**src/rtl/axi_burst_scheduler.sv**
```systemverilog
// Round-robin scheduler for write/read bursts sharing one AXI address channel.
// Ring-buffer addressing, with reads gated behind completed writes.
module axi_burst_scheduler #(
    parameter logic [2:0]  ASIZE        = 3'h3,
    parameter logic [7:0]  ALEN         = 8'hFF,
    parameter logic [31:0] BASE_ADDR    = 32'h0000_0000,
    parameter int          FRAME_BURSTS = 1024,
    parameter logic [7:0]  AID          = 8'h00
) (
    input  logic                            axi_clk,
    input  logic                            rstn,
    input  logic                            enable,
    input  logic                            wr_req,
    output logic                            wr_gnt,
    input  logic                            wr_done,
    input  logic                            rd_req,
    output logic                            rd_gnt,
    output logic [7:0]                      aid,
    output logic [31:0]                     aaddr,
    output logic [7:0]                      alen,
    output logic [2:0]                      asize,
    output logic [1:0]                      aburst,
    output logic [1:0]                      alock,
    output logic                            avalid,
    output logic                            atype,
    input  logic                            aready,
    output logic [$clog2(FRAME_BURSTS):0]   fill_level,
    output logic                            req_overrun
);

    localparam int IW = $clog2(FRAME_BURSTS);
    localparam int CW = IW + 1;
    localparam logic [CW-1:0] FULL = CW'(FRAME_BURSTS);
    localparam logic [IW-1:0] LAST_IDX = IW'(FRAME_BURSTS - 1);
    localparam logic [31:0] BURST_BYTES = (32'(ALEN) + 32'd1) << ASIZE;

    typedef enum logic [1:0] {
        S_IDLE,
        S_ADDR,
        S_GRANT
    } state_t;

    state_t r_state;
    state_t w_next;

    logic          r_wr_pend;
    logic          r_rd_pend;
    logic          r_overrun;
    logic [IW-1:0] r_wr_idx;
    logic [IW-1:0] r_rd_idx;
    logic [CW-1:0] r_issued;
    logic [CW-1:0] r_avail;
    logic          r_last_wr;
    logic [31:0]   r_aaddr;
    logic [7:0]    r_alen;
    logic [2:0]    r_asize;
    logic [1:0]    r_aburst;
    logic [1:0]    r_alock;
    logic          r_atype;

    logic          w_wr_elig;
    logic          w_rd_elig;
    logic          w_pick_wr;
    logic          w_load;
    logic          w_done_ok;
    logic [IW-1:0] w_sel_idx;
    logic [31:0]   w_addr;

    assign w_wr_elig = r_wr_pend && (r_issued < FULL);
    assign w_rd_elig = r_rd_pend && (r_avail != '0);
    // On a tie the side that did not go last wins
    assign w_pick_wr = w_wr_elig && (!w_rd_elig || !r_last_wr);
    assign w_sel_idx = w_pick_wr ? r_wr_idx : r_rd_idx;
    assign w_addr    = BASE_ADDR + 32'(w_sel_idx) * BURST_BYTES;
    assign w_done_ok = wr_done && (r_avail < r_issued);

    assign aid        = AID;
    assign aaddr      = r_aaddr;
    assign alen       = r_alen;
    assign asize      = r_asize;
    assign aburst     = r_aburst;
    assign alock      = r_alock;
    assign atype      = r_atype;
    assign fill_level = r_avail;
    assign req_overrun = r_overrun;

    // State register
    always_ff @(posedge axi_clk or negedge rstn) begin
        if (!rstn) r_state <= S_IDLE;
        else       r_state <= w_next;
    end

    // Next state, address-phase valid and grant pulses
    always_comb begin
        w_next = r_state;
        w_load = 1'b0;
        avalid = 1'b0;
        wr_gnt = 1'b0;
        rd_gnt = 1'b0;
        unique case (r_state)
            S_IDLE: begin
                if (enable && (w_wr_elig || w_rd_elig)) begin
                    w_next = S_ADDR;
                    w_load = 1'b1;
                end
            end
            S_ADDR: begin
                avalid = 1'b1;
                if (aready) w_next = S_GRANT;
            end
            S_GRANT: begin
                wr_gnt = r_atype;
                rd_gnt = !r_atype;
                w_next = S_IDLE;
            end
            default: w_next = S_IDLE;
        endcase
    end

    // Address fields load on entry to ADDR and hold otherwise
    always_ff @(posedge axi_clk or negedge rstn) begin
        if (!rstn) begin
            r_aaddr  <= '0;
            r_alen   <= '0;
            r_asize  <= '0;
            r_aburst <= '0;
            r_alock  <= '0;
            r_atype  <= 1'b0;
        end else if (w_load) begin
            r_aaddr  <= w_addr;
            r_alen   <= ALEN;
            r_asize  <= ASIZE;
            r_aburst <= 2'b01;
            r_alock  <= 2'b00;
            r_atype  <= w_pick_wr;
        end
    end

    // Request latching; a pulse onto a set flag is dropped and flagged
    always_ff @(posedge axi_clk or negedge rstn) begin
        if (!rstn) begin
            r_wr_pend <= 1'b0;
            r_rd_pend <= 1'b0;
            r_overrun <= 1'b0;
        end else begin
            r_wr_pend <= wr_gnt ? 1'b0 : (r_wr_pend | wr_req);
            r_rd_pend <= rd_gnt ? 1'b0 : (r_rd_pend | rd_req);
            if ((wr_req && r_wr_pend) || (rd_req && r_rd_pend))
                r_overrun <= 1'b1;
        end
    end

    // Ring indices and round-robin history advance on grants
    always_ff @(posedge axi_clk or negedge rstn) begin
        if (!rstn) begin
            r_wr_idx  <= '0;
            r_rd_idx  <= '0;
            r_last_wr <= 1'b0;
        end else if (wr_gnt) begin
            r_wr_idx  <= (r_wr_idx == LAST_IDX) ? '0 : r_wr_idx + 1'b1;
            r_last_wr <= 1'b1;
        end else if (rd_gnt) begin
            r_rd_idx  <= (r_rd_idx == LAST_IDX) ? '0 : r_rd_idx + 1'b1;
            r_last_wr <= 1'b0;
        end
    end

    // Occupancy counters: issued writes and completed-but-unread bursts
    always_ff @(posedge axi_clk or negedge rstn) begin
        if (!rstn) begin
            r_issued <= '0;
            r_avail  <= '0;
        end else begin
            if (wr_gnt)      r_issued <= r_issued + 1'b1;
            else if (rd_gnt) r_issued <= r_issued - 1'b1;
            if (rd_gnt && !w_done_ok)      r_avail <= r_avail - 1'b1;
            else if (w_done_ok && !rd_gnt) r_avail <= r_avail + 1'b1;
        end
    end

endmodule

```
**config.mk**
```make
export PLATFORM = sky130hd
export DESIGN_NAME = axi_burst_scheduler
export DESIGN_NICKNAME = d
export VERILOG_FILES = /design/src/rtl/axi_burst_scheduler.sv
export SDC_FILE = /design/constraint.sdc
export NUM_CORES = 1
export LEC_CHECK = 0
export ABC_AREA = 1
export CAP_MARGIN = 20
export CORE_MARGIN = 10
export CORE_UTILIZATION = 54
export DETAILED_ROUTE_END_ITERATION = 8
export PLACE_DENSITY_LB_ADDON = 0.25
export REMOVE_ABC_BUFFERS = 1
export SLEW_MARGIN = 40
export SYNTH_ARGS = -nofsm -noshare
export SYNTH_HDL_FRONTEND = slang
export SYNTH_SLANG_ARGS = --single-unit
```
**constraint.sdc**
```tcl
create_clock -name axi_clk -period 3.4 [get_ports axi_clk]
set_input_delay 0.51 -clock axi_clk [delete_from_list [all_inputs] [get_ports axi_clk]]
set_output_delay 0.51 -clock axi_clk [all_outputs]
set_load 0.01 [all_outputs]
```
* Word-level counts from Yosys, hierarchy flattened
Index checks and enable logic that the tools add are counted.
Storage, ports and cells: register bits after elaboration 62, bits in latches 0, RAM bits 0, memory bits (read-only) 0, output and inout bits 71, logic and storage cells 73, memories 0
Operators by class: $add $sub $neg 6, $mul 0, divide/modulo/power cells 0, $lt $le $gt $ge 2, equality and inequality tests 6, shift-type cells 0, muxes and demuxes 19, bitwise operators 3, reductions and logical operators 23
Operators by type and width (count):
- $mux W11 | 4
- $mux W10 | 3
- $add A11 B1 Y11 const B | 2
- $sub A11 B1 Y11 const B | 2
- $add A10 B1 Y10 const B | 2
- $eq A10 B10 Y1 const B | 2
- $lt A11 B11 Y1 | 1
- $lt A11 B11 Y1 const B | 1
- $reduce_bool A11 Y1 | 1
- $logic_and A1 B1 Y1 | 9
- $mux W1 | 9
- $logic_not A1 Y1 | 5
- $mux W2 | 2
- $ne A2 B2 Y1 const B | 2
- $pmux W2 S2 | 1
- $reduce_and A2 Y1 | 2
- $reduce_bool A2 Y1 | 2
- $logic_or A1 B1 Y1 | 3
- $eq A2 B1 Y1 const B | 1
- $eq A2 B2 Y1 const B | 1
- $logic_not A2 Y1 | 1
- $or A1 B1 Y1 | 2
- $not A1 Y1 | 1

* Logic depth before layout (Yosys ltp)
Gate-level depths: netlist (run 1).
depth after elaboration 6, depth in mapped cells 17

* Least setup slack after synthesis (run 1)
Ideal clock, no wire load.
kind reg-to-reg, from reg r_avail[6] (netlist: fill_level[6]), to reg r_avail[8] (netlist: fill_level[8]), setup time 0.126 ns, arrival 2.473 ns, slack 0.801 ns, stages on the path, launching flop included 15, path buffers 0, cell sequence dfrtp_1 > ha_1 > inv_1 > o31ai_1 > nand2_1 > nand4_1 > ha_1 > inv_1 > fa_1 > o21bai_1 > nand2_1 > nand2_1 > nand2_1 > nand3_1 > o21ai_0
On the way: longest elaborated chain between the ends 5, elaborated cells between the ends (all ways) 10, those cells by class 2 x add/sub; 1 x order compare; 2 x mux; 5 x reduce/logical
RTL lines:
- from (decl) | RTL line 52 | logic [CW-1:0] r_avail;
- from (signal assigned) | RTL line 176 | if (rd_gnt && !w_done_ok) r_avail <= r_avail - 1'b1;
- from (signal assigned) | RTL line 177 | else if (w_done_ok && !rd_gnt) r_avail <= r_avail + 1'b1;
- $lt A11 B11 Y1 | RTL line 75 | assign w_done_ok = wr_done && (r_avail < r_issued);
- $logic_and A1 B1 Y1 | RTL line 75
- $logic_not A1 Y1 | RTL line 176
- $logic_and A1 B1 Y1 | RTL line 176
- $mux W11 or $reduce_bool A2 Y1 (tied branches)
Parallel ways exist; a longest one is shown, timed or not. The select of a mux whose other input is x is not followed. A chain may end at the register's enable or synchronous reset.

* Worst setup path in the final report (run 1)
Ends and elaborated chain as after synthesis.

==> summary by stage, run 1 <==
Status
The run finished with clean final reports.

Critical path
STA classifies the critical path startpoint as a flip-flop. The category of the most critical setup path is reg -> reg. The maximum single-stage delay on the critical path is 460 ps. STA puts the critical path data arrival time at 3180 ps. Of all nets on the critical path, the largest fanout is 11.

The worst endpoint required time is 3620 ps. The cell class contributing the biggest share of worst-path delay is adder cells. Together, buffers and inverters on the worst path number 2.

The endpoint class of the critical path is a flip-flop. The most frequent cell on the critical path is sky130_fd_sc_hd__nand2_1. Walking the worst path, the cells encountered are ha_1 -> inv_1 -> nor3_1 -> nand3_1 -> nand4_1 -> ha_1 -> inv_1 -> fa_1 -> o21bai_1 -> nand2_1 -> nand2_1 -> nand2_1 -> nand3_1 -> o21ai_0.

The worst-path cell with the longest stage delay is sky130_fd_sc_hd__ha_1.

Floorplan
The height of the chip is 109 um. The area of the die is 11900 um^2. The core area is 7730 um^2. From left edge to right edge, the die measures 109 um. Once the floorplan was initialized, standard cells occupied 55.7% of the core. 78 I/O pins were placed. The floorplan has 32 rows.

Synth
After synthesis, the share of flip-flops with an asynchronous set or reset is 100%. The top-area cell type share of the netlist area is 34.9%. Synthesis handed over a netlist of 586 instances. By area the synthesized netlist is led by sky130_fd_sc_hd__dfrtp_1 (35%), sky130_fd_sc_hd__nand2_1 (13%), sky130_fd_sc_hd__ha_1 (9.0%), sky130_fd_sc_hd__buf_4 (7.7%), sky130_fd_sc_hd__nand3_1 (6.7%). sky130_fd_sc_hd__dfrtp_1 takes more of the synthesized area than any other cell. In the post-synthesis netlist, the cell with the most instances is sky130_fd_sc_hd__nand2_1. The count of flip-flops with a built-in enable after synthesis is 0.

The count of state elements after synthesis is 60. The sequential fraction of the synthesis area is 34.9%. Averaged over all synthesized cells, the footprint is 7.35 um^2. The commonest cells after synthesis are sky130_fd_sc_hd__nand2_1 (150), sky130_fd_sc_hd__inv_1 (74), sky130_fd_sc_hd__dfrtp_1 (60).

Yosys mapped the design onto 36 distinct sky130hd cell types. The area of the mapped netlist is 4310 um^2. Yosys printed 0 warnings. The leading register cell type out of synthesis is sky130_fd_sc_hd__dfrtp_1.

Job
The tool flagged a number of max-cap violations equal to 0.

Timing
The portion of the clock cycle consumed by the worst path in the final layout is 87.1%. The minimum clock period after layout is 2960 ps. Measured against its own limit, the worst slew margin works out to 54.0%.

For the pin with the worst max-slew slack, the measured transition is 688 ps. Hold is met by 141 ps. After routing, the total negative slack on setup checks comes to 0 ps. The final hold violation count is 0. The number of max-slew violations in the final report is 0. The timing-limited maximum frequency is 338 MHz. Setup repair after global routing left no endpoint under its margin.

The setup clock skew after layout is 7.48 ps. The final count of negative-setup-slack endpoints is 0.

Power
For this design the static power due to leakage is 0.00248 uW. The power per cell area is 827 nW/um^2. The design draws 4010 uW. The largest vdd supply drop is 0.477 mV.

Detailed routing
The detailed router finished its first iteration with 206 violations. After detailed routing, the number of remaining DRC violations is 0. For this block, the via count after detailed routing is 3744. The first-pass detailed-route iteration total is 5.

Using the TritonRoute via totals, the vias-per-cell ratio works out to 5.11. The antenna violation net count after detailed routing is 0. Summed over all layers, the routed wires come to 10.3 mm. In the final routed layout, each cell accounts on average for 14.1 um.

Global routing
The aggregate global-route resource usage is 17.5%. Global routing used 27.6% of the available met2 tracks. The layer flagged by global routing as most heavily used is met2.

The number of antenna violations at the first check in global routing is 0. The met3 routing resource usage after global routing is 4.92%. The first global-routing pass estimated 16.8 mm of wire.

The via count of the first global-routing pass is 3653. The remaining global-route overflow is 0. The met1 demand-to-capacity share in global routing is 22.8%. Entering global routing, the biggest net connects 39 pins.

CTS
Clock tree synthesis inserted a total of 9 buffers. The cell chosen for the clock root is sky130_fd_sc_hd__clkbuf_8. Once the clock tree was built, the resizer swapped 0 gates to a different size. The clock latency reported for the late side of the worst-skew pair is 340 ps. In this run the number of H-tree levels came out at 3. TritonCTS built the clock tree. The post-cts hold buffer count is 0. The CTS clock-pin slew for the worst setup and hold paths is 70 ps. The total setup buffers inserted after CTS is 0. The number of clock sinks is 60.

The maximum number of buffers from clock root to sink is 2.

Hold path
The worst hold-check path type is in -> async.

Cells and area
The layout overhead on the synthesized area is 12.8%. The number of antenna cells inserted is 0. The final instance area is 4850 um^2. The number of nets in the layout is 665. The share of cells above drive strength 1 is 6.03%.

Placed design
The weighted congestion reported at the end of routability-driven placement is 0.929. Detailed placement finished with a half-perimeter wire length of 8.00 mm. The placement-stage cell area is 4650 um^2. Port buffering added 43 buffers.
layer usage:
layer	share of wire [%]	vias up
met5	0	-
met4	1.3	0
met3	6.9	13
met2	45	105
met1	47	1738
li1	-	1888
path summary, 6_finish.rpt:
| check | startpoint | to | slack, ps | cells after the start |
|---|---|---|---|---|
| min reg2reg | aaddr[15] | aaddr[15] | 480 | 2 |
| min in group axi_clk | aaddr[15] | aaddr[15] | 480 | 2 |
| max in group asynchronous | rstn | r_wr_idx[6] | 2690 | 2 |
| max reg2reg | fill_level[6] | fill_level[8] | 440 | 14 |
| max | fill_level[6] | fill_level[8] | 440 | 14 |
| min | rstn | fill_level[3] | 140 | 1 |
state kept, by name (all words and copies together), names as in the netlist:
signal       cells
aaddr           10
aburst           1
atype            1
fill_level      11
r_issued        11
r_last_wr        1
r_rd_idx        10
r_rd_pend        1
r_state          2
r_wr_idx        10
r_wr_pend        1
req_overrun      1
area by class of cell:
class | count | area [um^2]
tap | 102 | 128
multi-input combinational | 432 | 2280
clock buffer | 10 | 138
sequential | 60 | 1500
clock inverter | 6 | 63.8
timing repair buffer | 47 | 458
fill | 675 | 2870
inverter | 75 | 282
logic make-up (layout without fill, tap and decap cells):
group,Yosys count,count (layout),share of synthesized area [%]
adder cells (fa/ha/maj),33,33,9.94
buffers and inverters,127,138,15.0
other,1,34,0.0871
AND/OR/NAND/NOR,290,290,29.5
flip-flops,60,60,34.9
XOR/XNOR,12,12,2.44
AO/OA/AOI/OAI,63,63,8.14
layout by cell type (no fill, tap or decap), types with 2 or more instances in the layout:
cell                              netlist  routed
sky130_fd_sc_hd__nand2_1              150     150
sky130_fd_sc_hd__xor2_1                 7       7
sky130_fd_sc_hd__buf_4                 44       5
sky130_fd_sc_hd__nand4_1                7       7
sky130_fd_sc_hd__inv_1                 74      74
sky130_fd_sc_hd__ha_1                  31      31
sky130_fd_sc_hd__fa_1                   2       2
sky130_fd_sc_hd__clkinvlp_4             0       2
sky130_fd_sc_hd__clkbuf_8               0      10
sky130_fd_sc_hd__clkdlybuf4s50_1        0      42
sky130_fd_sc_hd__o31ai_1                2       2
sky130_fd_sc_hd__nor2_4                 4       4
sky130_fd_sc_hd__o22ai_1                3       3
sky130_fd_sc_hd__nor3_2                 2       2
sky130_fd_sc_hd__xnor2_1                5       5
sky130_fd_sc_hd__o21ai_0               27      27
sky130_fd_sc_hd__clkinv_2               0       2
sky130_fd_sc_hd__nand2_2                4       4
sky130_fd_sc_hd__conb_1                 1      34
sky130_fd_sc_hd__a21oi_1               21      20
sky130_fd_sc_hd__o21bai_1               3       3
sky130_fd_sc_hd__nand3b_1               2       2
sky130_fd_sc_hd__nor2_1                49      49
sky130_fd_sc_hd__nand3_1               58      58
sky130_fd_sc_hd__nor2_2                 2       2
sky130_fd_sc_hd__dfrtp_1               60      60
sky130_fd_sc_hd__nor3_1                 7       7
sky130_fd_sc_hd__a211oi_1               3       3
worst register-to-register path, stage by stage (launching register included):
cell and delay (ps):
sky130_fd_sc_hd__dfrtp_1 440, sky130_fd_sc_hd__ha_1 320, sky130_fd_sc_hd__inv_1 60, sky130_fd_sc_hd__nor3_1 210, sky130_fd_sc_hd__nand3_1 100, sky130_fd_sc_hd__nand4_1 100
sky130_fd_sc_hd__ha_1 460, sky130_fd_sc_hd__inv_1 110, sky130_fd_sc_hd__fa_1 400, sky130_fd_sc_hd__o21bai_1 280, sky130_fd_sc_hd__nand2_1 110, sky130_fd_sc_hd__nand2_1 80
sky130_fd_sc_hd__nand2_1 50, sky130_fd_sc_hd__nand3_1 60, sky130_fd_sc_hd__o21ai_0 80
per-stage QoR:
stage,utilization (%),cells,setup WS (ps)
4_1_cts,62.8,732,463
5_1_grt,62.8,732,183
3_3_place_gp,60.1,716,545
2_1_floorplan,-,567,800
3_5_place_dp,60.2,716,497
6_report,62.8,732,440
report_power, final:
| group | switching [uW] | internal (uW) |
|---|---|---|
| Combinational | 1360 | 854 |
| Clock | 297 | 356 |
| Sequential | 214 | 935 |
No activity file was read; power rests on OpenSTA's default activity.
==> inputs of run 2 (changes only) <==
--- a/config.mk
+++ b/config.mk
@@ -11,8 +11,10 @@
 export CORE_UTILIZATION = 54
 export DETAILED_ROUTE_END_ITERATION = 8
 export PLACE_DENSITY_LB_ADDON = 0.25
+export RECOVER_POWER = 100
 export REMOVE_ABC_BUFFERS = 1
 export SLEW_MARGIN = 40
 export SYNTH_ARGS = -nofsm -noshare
 export SYNTH_HDL_FRONTEND = slang
 export SYNTH_SLANG_ARGS = --single-unit
+export TNS_END_PERCENT = 100
==> run 2 against run 1 <==
The run now ends with max-capacitance violations, max-slew violations left. First-iteration DRC count is 14% lower. Final area is 1.3% lower. Total power is 2.1% lower. Critical endpoint unchanged.
==> summary by stage, run 2 (synthesis gave the netlist of run 1 again) <==
Critical path
STA classifies the critical path startpoint as a flip-flop. The worst-path cell with the longest stage delay is sky130_fd_sc_hd__ha_1. The maximum single-stage delay on the critical path is 510 ps (+50 ps).

The critical path is of the reg -> reg type. The worst endpoint required time is 3620 ps (about the same). The data arrival at the endpoint of the critical path was 3180 ps (about the same). The signal on the critical path passes through inv_1 -> nor2_1 -> nand2_1 -> inv_1 -> ha_1 -> inv_1 -> fa_1 -> o21bai_1 -> nand2_1 -> nand2_1 -> nand2_1 -> nand3_1 -> o21ai_0. The largest driver fanout on the critical path is 11 (unchanged).

In this design, the critical path's most frequently occurring cell is sky130_fd_sc_hd__nand2_1. The endpoint class of the critical path is a flip-flop.

Timing
The worst-case hold slack is 473 ps (+331 ps). The final hold violation count is 0 (unchanged). The minimum clock period after layout is 2960 ps (+4.45 ps). The setup clock skew after layout was 6.74 ps (-0.745 ps). The final worst slack is 435 ps (-4.45 ps). The final setup TNS is 0 ps (unchanged). The actual transition at the worst max-transition pin came to 2110 ps (+1420 ps). The portion of the clock cycle consumed by the worst path in the final layout was 87.2% (+0.13 points). The final count of negative-setup-slack endpoints was 0 (unchanged). The timing-limited maximum frequency is 337 MHz (-0.15%). The tightest slew margin relative to the limit is -40.4% (-94 points).

Setup repair after global routing left no endpoint under its margin. The number of max-slew violations in the final report is 39 (+39).

Floorplan
The height of the chip is 109 um (unchanged). The overall die width is 109 um (unchanged). The effective utilization at floorplan is 55.7% (unchanged).

The I/O pin count is 78 (unchanged). The area of the die was 11900 um^2 (unchanged). The placement row count is 32 (unchanged).

The core area is 7730 um^2 (unchanged).

Detailed routing
The first-pass detailed-route iteration total came to 4 (-1). The detailed-route DRC error count is 0 (unchanged). The detailed-route vias per instance is 5.07 (-0.91%).

The detailed-route wire length per cell was 14.0 um (-0.50%). The total vias in the final route came to 3710 (-0.91%). The iteration-0 DRC count of the detailed router is 178 (-14%). The routed wire length is 10.3 mm (-0.50%). The antenna violation net count after detailed routing is 0 (unchanged).

Power
The largest vdd supply drop was 0.458 mV (-3.9%). The power per cell area is 820 nW/um^2 (-0.85%). The leakage power figure was 0.00247 uW (-0.23%).

CTS
The total setup buffers inserted after CTS is 0 (unchanged). The number of clock sinks was 60 (unchanged). TritonCTS built the clock tree. The post-cts hold buffer count came to 0 (unchanged). The clock latency reported for the late side of the worst-skew pair is 340 ps (about the same). The number of gates given a new drive strength after cts is 0 (unchanged). The CTS clock-pin slew for the worst setup and hold paths is 70 ps (about the same). The total CTS buffers is 9 (unchanged).

The maximum number of buffers from clock root to sink was 2 (unchanged). The number of H-tree branching levels is 3 (unchanged). The cell chosen for the clock root is sky130_fd_sc_hd__clkbuf_8.

Global routing
The via count of the first global-routing pass came to 3653 (unchanged). The first-pass GRT wire length is 16.8 mm (unchanged). The aggregate global-route resource usage came to 17.5% (unchanged). The pin count of the biggest net entering global routing came to 39 (unchanged). The remaining global-route overflow was 0 (unchanged). The number of antenna violations at the first check in global routing is 0 (unchanged).

Placed design
The worst setup timing slack at the placement stage is 497 ps (unchanged). The port buffer count is 43 (unchanged). The weighted congestion reported at the end of routability-driven placement is 0.929 (unchanged). The detailed-placement wirelength estimate is 8.00 mm (unchanged).

Status
The run finished, with violations left. The checks that failed: max-capacitance violations, max-slew violations.

Cells and area
The number of antenna cells inserted is 0 (unchanged). The library cells used most frequently in the layout, excluding fill and tap cells, are sky130_fd_sc_hd__nand2_1 (153), sky130_fd_sc_hd__inv_1 (75), sky130_fd_sc_hd__dfrtp_1 (60), sky130_fd_sc_hd__nand3_1 (58), sky130_fd_sc_hd__nor2_1 (53). The share of cells above drive strength 1 is 3.81% (-2.2 points). The number of nets in the layout is 665 (unchanged). The layout overhead on the synthesized area is 11.3%. Leaving out fill and tap cells, the most frequent cell in the layout is sky130_fd_sc_hd__nand2_1.

Hold path
The worst hold-check path type is reg -> reg.

Job
The max-capacitance violation count is 1 (+1).
run 2: cell types whose count changed in the layout (fill, tap and decap cells not counted), sizes merged:
cell | before | now
dlygate4sd3 | 0 | 38
clkbuf | 10 | 13
buf | 5 | 2
clkdlybuf4s50 | 42 | 4
run 2: layout make-up:
| type | instances | area, um^2 |
|---|---|---|
| fill | 689 | 2940 |
| timing repair buffer | 47 | 447 |
| clock inverter | 6 | 63.8 |
| inverter | 75 | 282 |
| clock buffer | 10 | 138 |
| tap | 102 | 128 |
| multi-input combinational | 432 | 2230 |
| sequential | 60 | 1500 |
run 2: worst paths after layout:
kind | from | endpoint | slack [ps] | cells after the start
worst max-delay path | r_state[1] | fill_level[8] | 440 | 13
worst min register to register | aaddr[15] | aaddr[15] | 470 | 2
max in group asynchronous | rstn | r_wr_pend | 1190 | 2
worst min-delay path | aaddr[15] | aaddr[15] | 470 | 2
worst max register to register | r_state[1] | fill_level[8] | 440 | 13
min in group asynchronous | rstn | fill_level[3] | 780 | 1
run 2: critical path: cells and delay by family, from the launching register on:
family / cells / cell delay, ps
flip-flops: 1 / 410
AND/OR/NAND/NOR: 6 / 700
buffers and inverters: 3 / 470
adder cells (fa/ha/maj): 2 / 910
AO/OA/AOI/OAI: 2 / 360
run 2: power by group:
group	internal (uW)	switching, uW	leakage [uW]	total [uW]
sequential	935	204	0.000768	1140
clock	357	295	0.0000983	651
combinational	805	1330	0.00161	2140
total	2100	1830	0.00247	3930
run 2: per-layer routing:
layer	GRT usage (%)	up-vias	routed length (um)
met1	22.8	1725	4810
met3	4.92	7	689
met4	5.20	0	108
li1	-	1886	-
met2	27.6	92	4660
met5	0	-	0
run 2: stage by stage:
| stage | util [%] | area, um^2 | power [uW] | std cells |
|---|---|---|---|---|
| 2_1_floorplan | - | 4060 | 2620 | 567 |
| 3_3_place_gp | 60.1 | 4650 | 3280 | 716 |
| 3_5_place_dp | 60.2 | 4650 | 3330 | 716 |
| 6_report | 62.0 | 4790 | 3930 | 732 |
| 5_1_grt | 62.0 | 4790 | 4310 | 732 |
| 4_1_cts | 62.8 | 4850 | 4010 | 732 |
